`src/rtl/timer_pkg.sv`:
```
// ---------------------------------------------------------------------------
// timer_pkg
//   Shared types and constants for the countdown timer blocks.
//   - state_t     : expiry-alarm FSM state encoding (2 bits)
//   - BCD_W       : width of one BCD digit
//   - led_fill()  : helper that builds an all-on / all-off LED word
//   - LED_ALL_ON / LED_ALL_OFF : widest LED patterns. Users slice them down
//                                to their own LED_WIDTH (max LED_MAX_W).
// ---------------------------------------------------------------------------
package timer_pkg;

   typedef enum logic [1:0] {
      ST_IDLE   = 2'd0,
      ST_ARMED  = 2'd1,
      ST_ALARM  = 2'd2,
      ST_STEADY = 2'd3
   } state_t;

   localparam int BCD_W     = 4;
   localparam int LED_MAX_W = 64;

   function automatic logic [LED_MAX_W-1:0] led_fill(input logic on);
      return {LED_MAX_W{on}};
   endfunction

   localparam logic [LED_MAX_W-1:0] LED_ALL_ON  = led_fill(1'b1);
   localparam logic [LED_MAX_W-1:0] LED_ALL_OFF = led_fill(1'b0);

endpackage : timer_pkg

```
`src/rtl/countdown_expiry_alarm_if.sv`:
```
// ---------------------------------------------------------------------------
// countdown_expiry_alarm_if
//   Bundles the signals between the BCD down-counter / user-input side and
//   the expiry alarm.
//   master : counter side. Drives tick, run_en, digits and ack. Receives
//            stop, all_leds and alarm_active.
//   slave  : the alarm block (countdown_expiry_alarm).
// ---------------------------------------------------------------------------
interface countdown_expiry_alarm_if #(
   parameter int NUM_DIGITS = 2,
   parameter int LED_WIDTH  = 12
);
   import timer_pkg::*;

   logic                          tick;
   logic                          run_en;
   logic [BCD_W*NUM_DIGITS-1:0]   digits;
   logic                          ack;
   logic                          stop;
   logic [LED_WIDTH-1:0]          all_leds;
   logic                          alarm_active;

   modport master (
      output tick, run_en, digits, ack,
      input  stop, all_leds, alarm_active
   );

   modport slave (
      input  tick, run_en, digits, ack,
      output stop, all_leds, alarm_active
   );

endinterface : countdown_expiry_alarm_if

```
`src/rtl/tick_phase_gen.sv`:
```
// ---------------------------------------------------------------------------
// tick_phase_gen
//   Blink phase generator. It counts i_tick pulses while i_enable is high.
//   Every DIV ticks it inverts o_phase. While i_clear is high, the counter
//   is held at 0 and the phase is held at 1, so a fresh blink sequence always
//   starts in the "on" half.
//   Ports:
//     clk       in   clock
//     reset     in   synchronous active-high reset
//     i_clear   in   hold counter at 0, phase at 1
//     i_tick    in   one-clk time-base pulse
//     i_enable  in   allow ticks to advance the counter
//     o_phase   out  current phase (registered)
//     o_toggle  out  high when o_phase inverts on the coming edge. Consumers
//                    that register a phase-dependent value use it so that
//                    their register stays cycle-aligned with o_phase.
// ---------------------------------------------------------------------------
module tick_phase_gen #(
   parameter int DIV = 1
) (
   input  logic clk,
   input  logic reset,
   input  logic i_clear,
   input  logic i_tick,
   input  logic i_enable,
   output logic o_phase,
   output logic o_toggle
);

   localparam int            CW   = $clog2(DIV + 1);
   localparam logic [CW-1:0] LAST = CW'(DIV - 1);

   logic [CW-1:0] r_cnt;
   logic          r_phase;
   logic          w_adv;
   logic          w_wrap;

   assign w_adv  = i_enable && i_tick && !i_clear;
   assign w_wrap = w_adv && (r_cnt == LAST);

   // NOTE: sequential state uses non-blocking assignments only, so every flop
   // samples its inputs from before the edge regardless of statement order.
   always_ff @(posedge clk) begin
      if (reset || i_clear) begin
         r_cnt   <= '0;
         r_phase <= 1'b1;
      end else if (w_wrap) begin
         r_cnt   <= '0;
         r_phase <= ~r_phase;
      end else if (w_adv) begin
         r_cnt   <= r_cnt + CW'(1);
      end
   end

   assign o_phase  = r_phase;
   assign o_toggle = w_wrap;

endmodule : tick_phase_gen

```
`src/rtl/countdown_expiry_alarm.sv`:
```
// ---------------------------------------------------------------------------
// countdown_expiry_alarm
//   Watches an N-digit BCD countdown. Once the detector is armed by a running,
//   nonzero count, it reaches expiry when every digit reads 0. At expiry it
//   latches a stop to the counter and blinks the LED bank. After ALARM_TICKS
//   ticks it holds the bank steady-on. Both continue until ack.
//   ALARM_TICKS = 0 keeps the bank blinking until ack.
//   Ports:
//     clk    in     clock
//     reset  in     synchronous active-high reset
//     bus    slave  tick, run_en, digits, ack (in);
//                   stop, all_leds, alarm_active (out). All outputs are
//                   registered and have no combinational path from inputs.
// ---------------------------------------------------------------------------
module countdown_expiry_alarm
   import timer_pkg::*;
#(
   parameter int NUM_DIGITS  = 2,
   parameter int LED_WIDTH   = 12,
   parameter int BLINK_DIV   = 1,
   parameter int ALARM_TICKS = 8
) (
   input  logic                     clk,
   input  logic                     reset,
   countdown_expiry_alarm_if.slave  bus
);

   localparam int ACW_RAW = $clog2(ALARM_TICKS + 1);
   localparam int ACW     = (ACW_RAW < 1) ? 1 : ACW_RAW;
   localparam logic [ACW-1:0] ALARM_LAST =
      ACW'((ALARM_TICKS > 0) ? ALARM_TICKS - 1 : 0);

   localparam logic [LED_WIDTH-1:0] LEDS_ON  = LED_ALL_ON[LED_WIDTH-1:0];
   localparam logic [LED_WIDTH-1:0] LEDS_OFF = LED_ALL_OFF[LED_WIDTH-1:0];

   state_t               r_state;
   state_t               w_state_nxt;
   logic [ACW-1:0]       r_alarm_cnt;
   logic                 r_stop;
   logic                 r_alarm_active;
   logic [LED_WIDTH-1:0] r_all_leds;

   logic                 w_zero;
   logic                 w_in_alarm;
   logic                 w_clear;
   logic                 w_alarm_done;
   logic                 w_phase;
   logic                 w_toggle;
   logic                 w_alarm_nxt;
   logic [LED_WIDTH-1:0] w_leds_nxt;

   // Expiry detect. A digit above 9 is nonzero, so corrupted BCD never
   // reads as zero.
   always_comb begin
      // NOTE: every always_comb output gets a default first, so no path
      // through the block can leave it unassigned and infer a latch.
      w_zero = 1'b1;
      for (int i = 0; i < NUM_DIGITS; i++) begin
         if (bus.digits[i*BCD_W +: BCD_W] != '0) w_zero = 1'b0;
      end
   end

   assign w_in_alarm = (r_state == ST_ALARM);
   // Counters sit cleared outside the alarm states. Every alarm therefore
   // starts with the LEDs on and a full ALARM_TICKS budget.
   assign w_clear    = (r_state == ST_IDLE) || (r_state == ST_ARMED);

   tick_phase_gen #(
      .DIV (BLINK_DIV)
   ) u_phase (
      .clk      (clk),
      .reset    (reset),
      .i_clear  (w_clear),
      .i_tick   (bus.tick),
      .i_enable (w_in_alarm),
      .o_phase  (w_phase),
      .o_toggle (w_toggle)
   );

   assign w_alarm_done = (ALARM_TICKS != 0) && w_in_alarm && bus.tick &&
                         (r_alarm_cnt == ALARM_LAST);

   always_ff @(posedge clk) begin
      if (reset || w_clear) begin
         r_alarm_cnt <= '0;
      end else if (w_in_alarm && bus.tick && (ALARM_TICKS != 0)) begin
         r_alarm_cnt <= r_alarm_cnt + ACW'(1);
      end
   end

   // Next-state logic. ack takes priority over the tick-driven move to
   // STEADY. A zero count in ARMED takes priority over run_en dropping.
   always_comb begin
      w_state_nxt = r_state;
      unique case (r_state)
         ST_IDLE:   if (bus.run_en && !w_zero) w_state_nxt = ST_ARMED;
         ST_ARMED:  if (w_zero)                w_state_nxt = ST_ALARM;
                    else if (!bus.run_en)      w_state_nxt = ST_IDLE;
         ST_ALARM:  if (bus.ack)               w_state_nxt = ST_IDLE;
                    else if (w_alarm_done)     w_state_nxt = ST_STEADY;
         ST_STEADY: if (bus.ack)               w_state_nxt = ST_IDLE;
         default:                              w_state_nxt = ST_IDLE;
      endcase
   end

   // Outputs are registered from the next state. They therefore change on
   // the same edge as the state register. w_phase ^ w_toggle is the phase
   // the blink generator holds after this edge.
   always_comb begin
      w_alarm_nxt = (w_state_nxt == ST_ALARM) || (w_state_nxt == ST_STEADY);
      w_leds_nxt  = LEDS_OFF;
      if (w_state_nxt == ST_STEADY) begin
         w_leds_nxt = LEDS_ON;
      end else if (w_state_nxt == ST_ALARM) begin
         w_leds_nxt = (w_phase ^ w_toggle) ? LEDS_ON : LEDS_OFF;
      end
   end

   always_ff @(posedge clk) begin
      if (reset) begin
         r_state        <= ST_IDLE;
         r_stop         <= 1'b0;
         r_alarm_active <= 1'b0;
         r_all_leds     <= LEDS_OFF;
      end else begin
         r_state        <= w_state_nxt;
         r_stop         <= w_alarm_nxt;
         r_alarm_active <= w_alarm_nxt;
         r_all_leds     <= w_leds_nxt;
      end
   end

   assign bus.stop         = r_stop;
   assign bus.alarm_active = r_alarm_active;
   assign bus.all_leds     = r_all_leds;

endmodule : countdown_expiry_alarm

```
`src/flat_wrapper.sv`:
```
// flat-port wrapper written by rule: the top's interface ports become plain ports
module countdown_expiry_alarm_flat import timer_pkg::*;
#(
   parameter int NUM_DIGITS  = 2,
   parameter int LED_WIDTH   = 12,
   parameter int BLINK_DIV   = 1,
   parameter int ALARM_TICKS = 8
)
  (clk, reset, bus_tick, bus_run_en, bus_digits, bus_ack, bus_stop, bus_all_leds, bus_alarm_active);
  countdown_expiry_alarm_if #(.NUM_DIGITS(NUM_DIGITS), .LED_WIDTH(LED_WIDTH)) bus_i ();
  input  logic clk;
  input  logic reset;
  input wire logic [$bits(bus_i.tick)-1:0] bus_tick;
  input wire logic [$bits(bus_i.run_en)-1:0] bus_run_en;
  input wire logic [$bits(bus_i.digits)-1:0] bus_digits;
  input wire logic [$bits(bus_i.ack)-1:0] bus_ack;
  output wire logic [$bits(bus_i.stop)-1:0] bus_stop;
  output wire logic [$bits(bus_i.all_leds)-1:0] bus_all_leds;
  output wire logic [$bits(bus_i.alarm_active)-1:0] bus_alarm_active;
  assign bus_i.tick = bus_tick;
  assign bus_i.run_en = bus_run_en;
  assign bus_i.digits = bus_digits;
  assign bus_i.ack = bus_ack;
  assign bus_stop = bus_i.stop;
  assign bus_all_leds = bus_i.all_leds;
  assign bus_alarm_active = bus_i.alarm_active;
  countdown_expiry_alarm #(.NUM_DIGITS(NUM_DIGITS), .LED_WIDTH(LED_WIDTH), .BLINK_DIV(BLINK_DIV), .ALARM_TICKS(ALARM_TICKS)) u_core (.clk(clk), .reset(reset), .bus(bus_i));
endmodule
```
`config.mk`:
```
export PLATFORM = sky130hd
export DESIGN_NAME = countdown_expiry_alarm_flat
export DESIGN_NICKNAME = d
export VERILOG_FILES = /design/src/rtl/timer_pkg.sv /design/src/rtl/countdown_expiry_alarm_if.sv /design/src/rtl/tick_phase_gen.sv /design/src/rtl/countdown_expiry_alarm.sv /design/src/flat_wrapper.sv
export SDC_FILE = /design/constraint.sdc
export NUM_CORES = 1
export LEC_CHECK = 0
export CAP_MARGIN = 15
export CORE_AREA = 4 4 45 47
export CTS_CLUSTER_DIAMETER = 50
export DETAILED_ROUTE_END_ITERATION = 12
export DIE_AREA = 0 0 49 51
export PLACE_DENSITY = 0.74
export SYNTH_ARGS = -nofsm -noshare
export SYNTH_HDL_FRONTEND = slang
export SYNTH_SLANG_ARGS = --single-unit
export TNS_END_PERCENT = 1
```
`constraint.sdc`:
```
create_clock -name clk -period 1.4 [get_ports clk]
set_clock_uncertainty 0.15 [all_clocks]
set_input_delay 0.28 -clock clk [delete_from_list [all_inputs] [get_ports clk]]
set_output_delay 0.28 -clock clk [all_outputs]
set_load 0.01 [all_outputs]
```
# Word-level counts from Yosys, hierarchy flattened
# Index checks and enable logic that the tools add are counted.
dict set report classes {
  muxes 12
  n_reduce_logical 14
  bitwise 3
  n_eq_ne 6
  add_sub_neg 2
}
# operator n
set ops {}
lappend ops {{$mux 12} 3}
lappend ops {{$mux 2} 6}
lappend ops {{$eq 2x2->1 const B} 4}
lappend ops {{$pmux 2 s4} 1}
lappend ops {{$reduce_bool 4->1} 2}
lappend ops {{$logic_and 1x1->1} 5}
lappend ops {{$add 4x1->4 const B} 1}
lappend ops {{$eq 4x3->1 const B} 1}
lappend ops {{$logic_or 1x1->1} 3}
lappend ops {{$eq 2x1->1 const B} 1}
lappend ops {{$logic_not 1->1} 2}
lappend ops {{$logic_not 2->1} 1}
lappend ops {{$mux 1} 2}
lappend ops {{$not 1->1} 2}
lappend ops {{$reduce_or 2->1} 1}
lappend ops {{$add 1x1->1 const B} 1}
lappend ops {{$xor 1x1->1} 1}
dict set report word_totals {
  regBits 21
  wordCells 43
  input_bits 13
}

# Logic depth before layout (Yosys ltp)
# Gate-level depths: netlist of the first run.
dict set report logic_depth {
  ltp_word 10
  mapped_depth 4
  depth_no_buf 4
}

# By module
# From an unflattened synthesis of the first run, not the netlist that was laid out.
dict set report hier_totals {
  hier_cells 60
  area_unflattened_um2 578.1
}
# mod cells_per_inst instances area_each_um2 seq_area_each_um2
set by_module_without_submodules {}
lappend by_module_without_submodules {countdown_expiry_alarm 51 1 485.5 160.2}
lappend by_module_without_submodules {tick_phase_gen 9 1 92.6 40.0}

# Worst setup path before layout of the first run
# OpenSTA, ideal clock, no wires.
dict set report synth_path {
  path_kind {reg2reg}
  from {reg u_core.r_alarm_cnt[0]}
  to {reg u_core.r_all_leds[10], in the netlist u_core.bus.all_leds[10]}
  period_less_slack_ns 1.242
  setup_time_ns 0.132
  path_slack_ns 0.158
  arrival_time_ns 0.959
  path_buffers 0
  stages_incl_launch_ff 5
  cell_sequence {dfxtp_1 ha_1 and4b_1 o21ai_0 a311oi_1}
}
dict set report synth_via {
  elab_chain_cells 8
  word_cells_on_any_way 9
  cone_classes {3 x eq/ne; 5 x mux; 1 x reduce/logical}
}
# item line_no
set synth_rtl {}
lappend synth_rtl {{start, declared} countdown_expiry_alarm.sv:38} ;# logic [ACW-1:0] r_alarm_cnt;
lappend synth_rtl {{start signal, assigned} countdown_expiry_alarm.sv:87} ;# r_alarm_cnt <= r_alarm_cnt + ACW'(1);
lappend synth_rtl {{$eq 4x3->1 *} countdown_expiry_alarm.sv:81} ;# (r_alarm_cnt == ALARM_LAST);
lappend synth_rtl {{$logic_and 1x1->1 *} countdown_expiry_alarm.sv:80} ;# assign w_alarm_done = (ALARM_TICKS != 0) && w_in_alarm && bus.tick &&
lappend synth_rtl {{$mux 2 *} countdown_expiry_alarm.sv:100} ;# else if (w_alarm_done) w_state_nxt = ST_STEADY;
lappend synth_rtl {{$mux 2 *} countdown_expiry_alarm.sv:99} ;# ST_ALARM: if (bus.ack) w_state_nxt = ST_IDLE;
lappend synth_rtl {{$pmux 2 s4 *} countdown_expiry_alarm.sv:95} ;# unique case (r_state)
lappend synth_rtl {{$eq 2x2->1} countdown_expiry_alarm.sv:114} ;# end else if (w_state_nxt == ST_ALARM) begin
lappend synth_rtl {{$mux 12} countdown_expiry_alarm.sv:114}
lappend synth_rtl {{$mux 12 *} countdown_expiry_alarm.sv:112} ;# if (w_state_nxt == ST_STEADY) begin
lappend synth_rtl {{end signal, assigned} countdown_expiry_alarm.sv:129} ;# r_all_leds <= w_leds_nxt;
lappend synth_rtl {{end, declared} countdown_expiry_alarm.sv:41} ;# logic [LED_WIDTH-1:0] r_all_leds;
# Every way passes the cells marked *; elsewhere a longest branch is shown, timed or not.
# A chain may end at the register's enable or synchronous reset.

# Worst setup path in the final report of the first run
dict set report layout_path {
  from {in bus_digits[6]}
  to {reg u_core.r_all_leds[10], in the netlist u_core.bus.all_leds[10]}
}
dict set report layout_via {
  elab_chain_cells 9
  word_cells_on_any_way 11
  cone_classes {2 x eq/ne; 6 x mux; 3 x reduce/logical}
}
# item line_no
set layout_rtl {}
lappend layout_rtl {{start, declared} flat_wrapper.sv:15} ;# input wire logic [$bits(bus_i.digits)-1:0] bus_digits;
lappend layout_rtl {{$reduce_bool 4->1 *} countdown_expiry_alarm.sv:59} ;# if (bus.digits[i*BCD_W +: BCD_W] != '0) w_zero = 1'b0;
lappend layout_rtl {{$mux 1 *} countdown_expiry_alarm.sv:59}
lappend layout_rtl {{$logic_not 1->1} countdown_expiry_alarm.sv:96} ;# ST_IDLE: if (bus.run_en && !w_zero) w_state_nxt = ST_ARMED;
lappend layout_rtl {{$logic_and 1x1->1} countdown_expiry_alarm.sv:96}
lappend layout_rtl {{$mux 2} countdown_expiry_alarm.sv:96}
lappend layout_rtl {{$pmux 2 s4 *} countdown_expiry_alarm.sv:95}
lappend layout_rtl {{$eq 2x2->1} countdown_expiry_alarm.sv:114}
lappend layout_rtl {{$mux 12} countdown_expiry_alarm.sv:114}
lappend layout_rtl {{$mux 12 *} countdown_expiry_alarm.sv:112}
# Marks and branches as above.

==> impl_metrics.json, run 1 <==
{
  "status": "finished clean",
  "min_path_type": "in -> reg",
  "criticalPathCategory": "in -> reg",
  "post-route-min-period_ns": 1.39,
  "antenna_found_initial": 0,
  "rsz0062_at_grt": "yes",
  "grt_max_degree": 8,
  "routabilityCongestion": 0.710,
  "placementRows": 15,
  "clk_pin_slew_ns": 0.07,
  "die-height_um": 51,
  "yosysTopAreaCellShare_pct": 38.6,
  "placed_area_um2": 756,
  "seq_area_frac_synth_pct": 38.6,
  "maxSlewViolCount": 0,
  "place_ws_ns": -0.289,
  "required_ns": 1.43,
  "dieArea_um2": 2500,
  "fmaxAchievable_ghz": 0.720,
  "numPortBuffers": 26,
  "synth_nets": 68,
  "cp-end-kind": "flip-flop",
  "layout_common_cells": "10 x clkdlybuf4s50_1, 10 x dfxtp_1, 8 x clkbuf_2, 6 x buf_4, 5 x nor2_1",
  "cts_tree": "built",
  "cts_setup_buffers": 0,
  "die_w_um": 49,
  "path_max_fanout": 2,
  "layout.nets": 93,
  "grtUsageTotal_pct": 9.44,
  "worstPathArrival_ns": 1.42,
  "slowest_stage": "clkdlybuf4s50_1",
  "multiInputGateArea_um2": 240,
  "leakage_uw": 0.000347,
  "vias": 437,
  "p_per_area_nw_per_um2": 783,
  "yosysWarnings": 0,
  "clockBufferDepth": 2,
  "fp.coreArea_um2": 1650,
  "setup.worst_path.start_class": "input port",
  "synthCells": 54,
  "drtIter0Drc": 2,
  "synthDistinctLibCells": 24,
  "drcViolationCount": 0,
  "ant_nets": 0,
  "synthTopCellsByArea": "dfxtp_1 39%, buf_4 17%, nor4_2 4.8%, nor2_1 4.3%, xor2_1 3.4%",
  "hpwl_um": 870,
  "start_util_pct": 31.4,
  "tightest_slew_ns": 0.308,
  "power.total_uw": 605,
  "cts.sinks": 10,
  "diodes": 0,
  "avgSynthCellArea_um2": 9.62,
  "max_stage_delay_ns": 0.53,
  "max_cap_violations": 0,
  "cp.buffers_inverters": 1,
  "synth_area_um2": 519,
  "pin_count": 27,
  "peakVddDrop_mv": 0.332,
  "synth_seq_cells": 10,
  "worstPathCellList": "clkdlybuf4s50_1, nor4_4, a211o_1, a311oi_1",
  "vias_per_cell": 4.60,
  "h-tree-depth": 1,
  "fin_area_um2": 773,
  "clock_latency_ns": 0.27,
  "wl_per_cell_um": 11.5,
  "cts_buffers": 3,
  "dr.pass1.iters": 4,
  "post-route-util_pct": 46.8,
  "setup_viol": 0,
  "post-route-period-util_pct": 99.3,
  "critPathTopFamily": "compound AO/OA/AOI/OAI gates",
  "syn2layout_area_growth_pct": 48.9,
  "nFillCells": 162,
  "setup_ws_ns": 0.0102,
  "cts_root_buf": "clkbuf_4",
  "grt_pass1_wl_mm": 1.75,
  "seqCellArea_um2": 200,
  "maxSlewHeadroom_pct": 79.3,
  "hold_viol": 0,
  "synth_top_cell_by_area": "dfxtp_1",
  "wl_mm": 1.09,
  "grt_pass1_vias": 434,
  "drive_gt1_share_pct": 32.1,
  "overflow": 0
}
state kept, by name, summed over array words and instances (netlist names):
name / cells
u_core.r_alarm_cnt: 4
u_core.bus.alarm_active: 1
u_core.r_state: 2
u_core.u_phase.o_phase: 1
u_core.bus.all_leds: 1
u_core.u_phase.r_cnt: 1
cell usage after synthesis:
library cell,count
buf_4,12
dfxtp_1,10
nor2_1,6
a21oi_1,2
inv_1,2
nor4_2,2
o21ai_0,2
xor2_1,2
a211o_1,1
a311oi_1,1
a41oi_1,1
and3_2,1
and4b_1,1
and4bb_2,1
ha_1,1
mux2i_1,1
nand2_1,1
nand3_1,1
nand3b_2,1
nand4b_1,1
nor2b_1,1
or2b_1,1
or3_1,1
xnor2_1,1
timing repair:
action,CTS,global route
endpoints found under the setup margin,15,17
gates resized for setup,20,20
hold buffers,0,0
pin swaps,0,2
layer usage:
metal | share of wire [%] | vias up | GRT usage (%)
met3 | 3.5 | 5 | 1.75
li1 | - | 224 | -
met5 | 0 | - | 0
met2 | 54 | 19 | 17.2
met1 | 38 | 189 | 8.53
met4 | 4.2 | 0 | 9.42
where the power goes:
part,internal (µW),switching [µW]
logic,36.1,15.8
registers,286,1.94
clock network,158,107
total,480,125
cell type report:
type | count | share of cell area [%]
Clock buffer | 4 | 4.69
Inverter | 2 | 0.971
Multi-Input combinational cell | 30 | 31.1
Sequential cell | 10 | 25.9
Tap cell | 17 | 2.75
Timing Repair Buffer | 32 | 34.6
worst paths after layout:
| kind | from | end | slack, ns | cells after the start |
|---|---|---|---|---|
| hold / removal | bus_tick | u_core.r_alarm_cnt[2] | 0.29 | 4 |
| setup reg to reg | u_core.r_alarm_cnt[1] | u_core.bus.all_leds[10] | 0.10 | 4 |
| hold reg to reg | u_core.r_alarm_cnt[3] | u_core.r_alarm_cnt[3] | 0.33 | 2 |
| setup / recovery | bus_digits[6] | u_core.bus.all_leds[10] | 0.01 | 4 |
kinds of logic (layout without fill, tap and decap cells):
family	count (synthesis)	after routing	share of synthesized area, %
AND/OR/NAND/NOR	18	18	24.3
XOR/XNOR	3	3	5.06
multiplexers	1	1	1.93
buffers and inverters	14	38	18.8
adder cells (fa/ha/maj)	1	1	2.41
flip-flops	10	10	38.6
AO/OA/AOI/OAI	7	7	8.92
worst min-delay path, delay by kind of cell:
kind,cells,cell delay [ns]
XOR/XNOR,1,0.06
buffers and inverters,1,0.16
AND/OR/NAND/NOR,2,0.18
metrics by stage:
stage | TNS [ns] | hold WS [ns] | instances
after global routing | -0.386 | 0.305 | 95
after CTS | -0.226 | 0.339 | 95
after global placement | -1.54 | 0.318 | 91
final | 0 | 0.289 | 95
after floorplan | 0 | 0.199 | 54
after detailed placement | -1.71 | 0.329 | 91
Power figures use the tool's default switching activity.
==> run 2: changes to the inputs <==
--- a/config.mk
+++ b/config.mk
@@ -11,6 +11,7 @@
 export DETAILED_ROUTE_END_ITERATION = 12
 export DIE_AREA = 0 0 49 51
 export PLACE_DENSITY = 0.74
+export SLEW_MARGIN = 0
 export SYNTH_ARGS = -nofsm -noshare
 export SYNTH_HDL_FRONTEND = slang
 export SYNTH_SLANG_ARGS = --single-unit
==> results of run 2 <==
Final layout, timing and power as in run 1 (identical DEF).
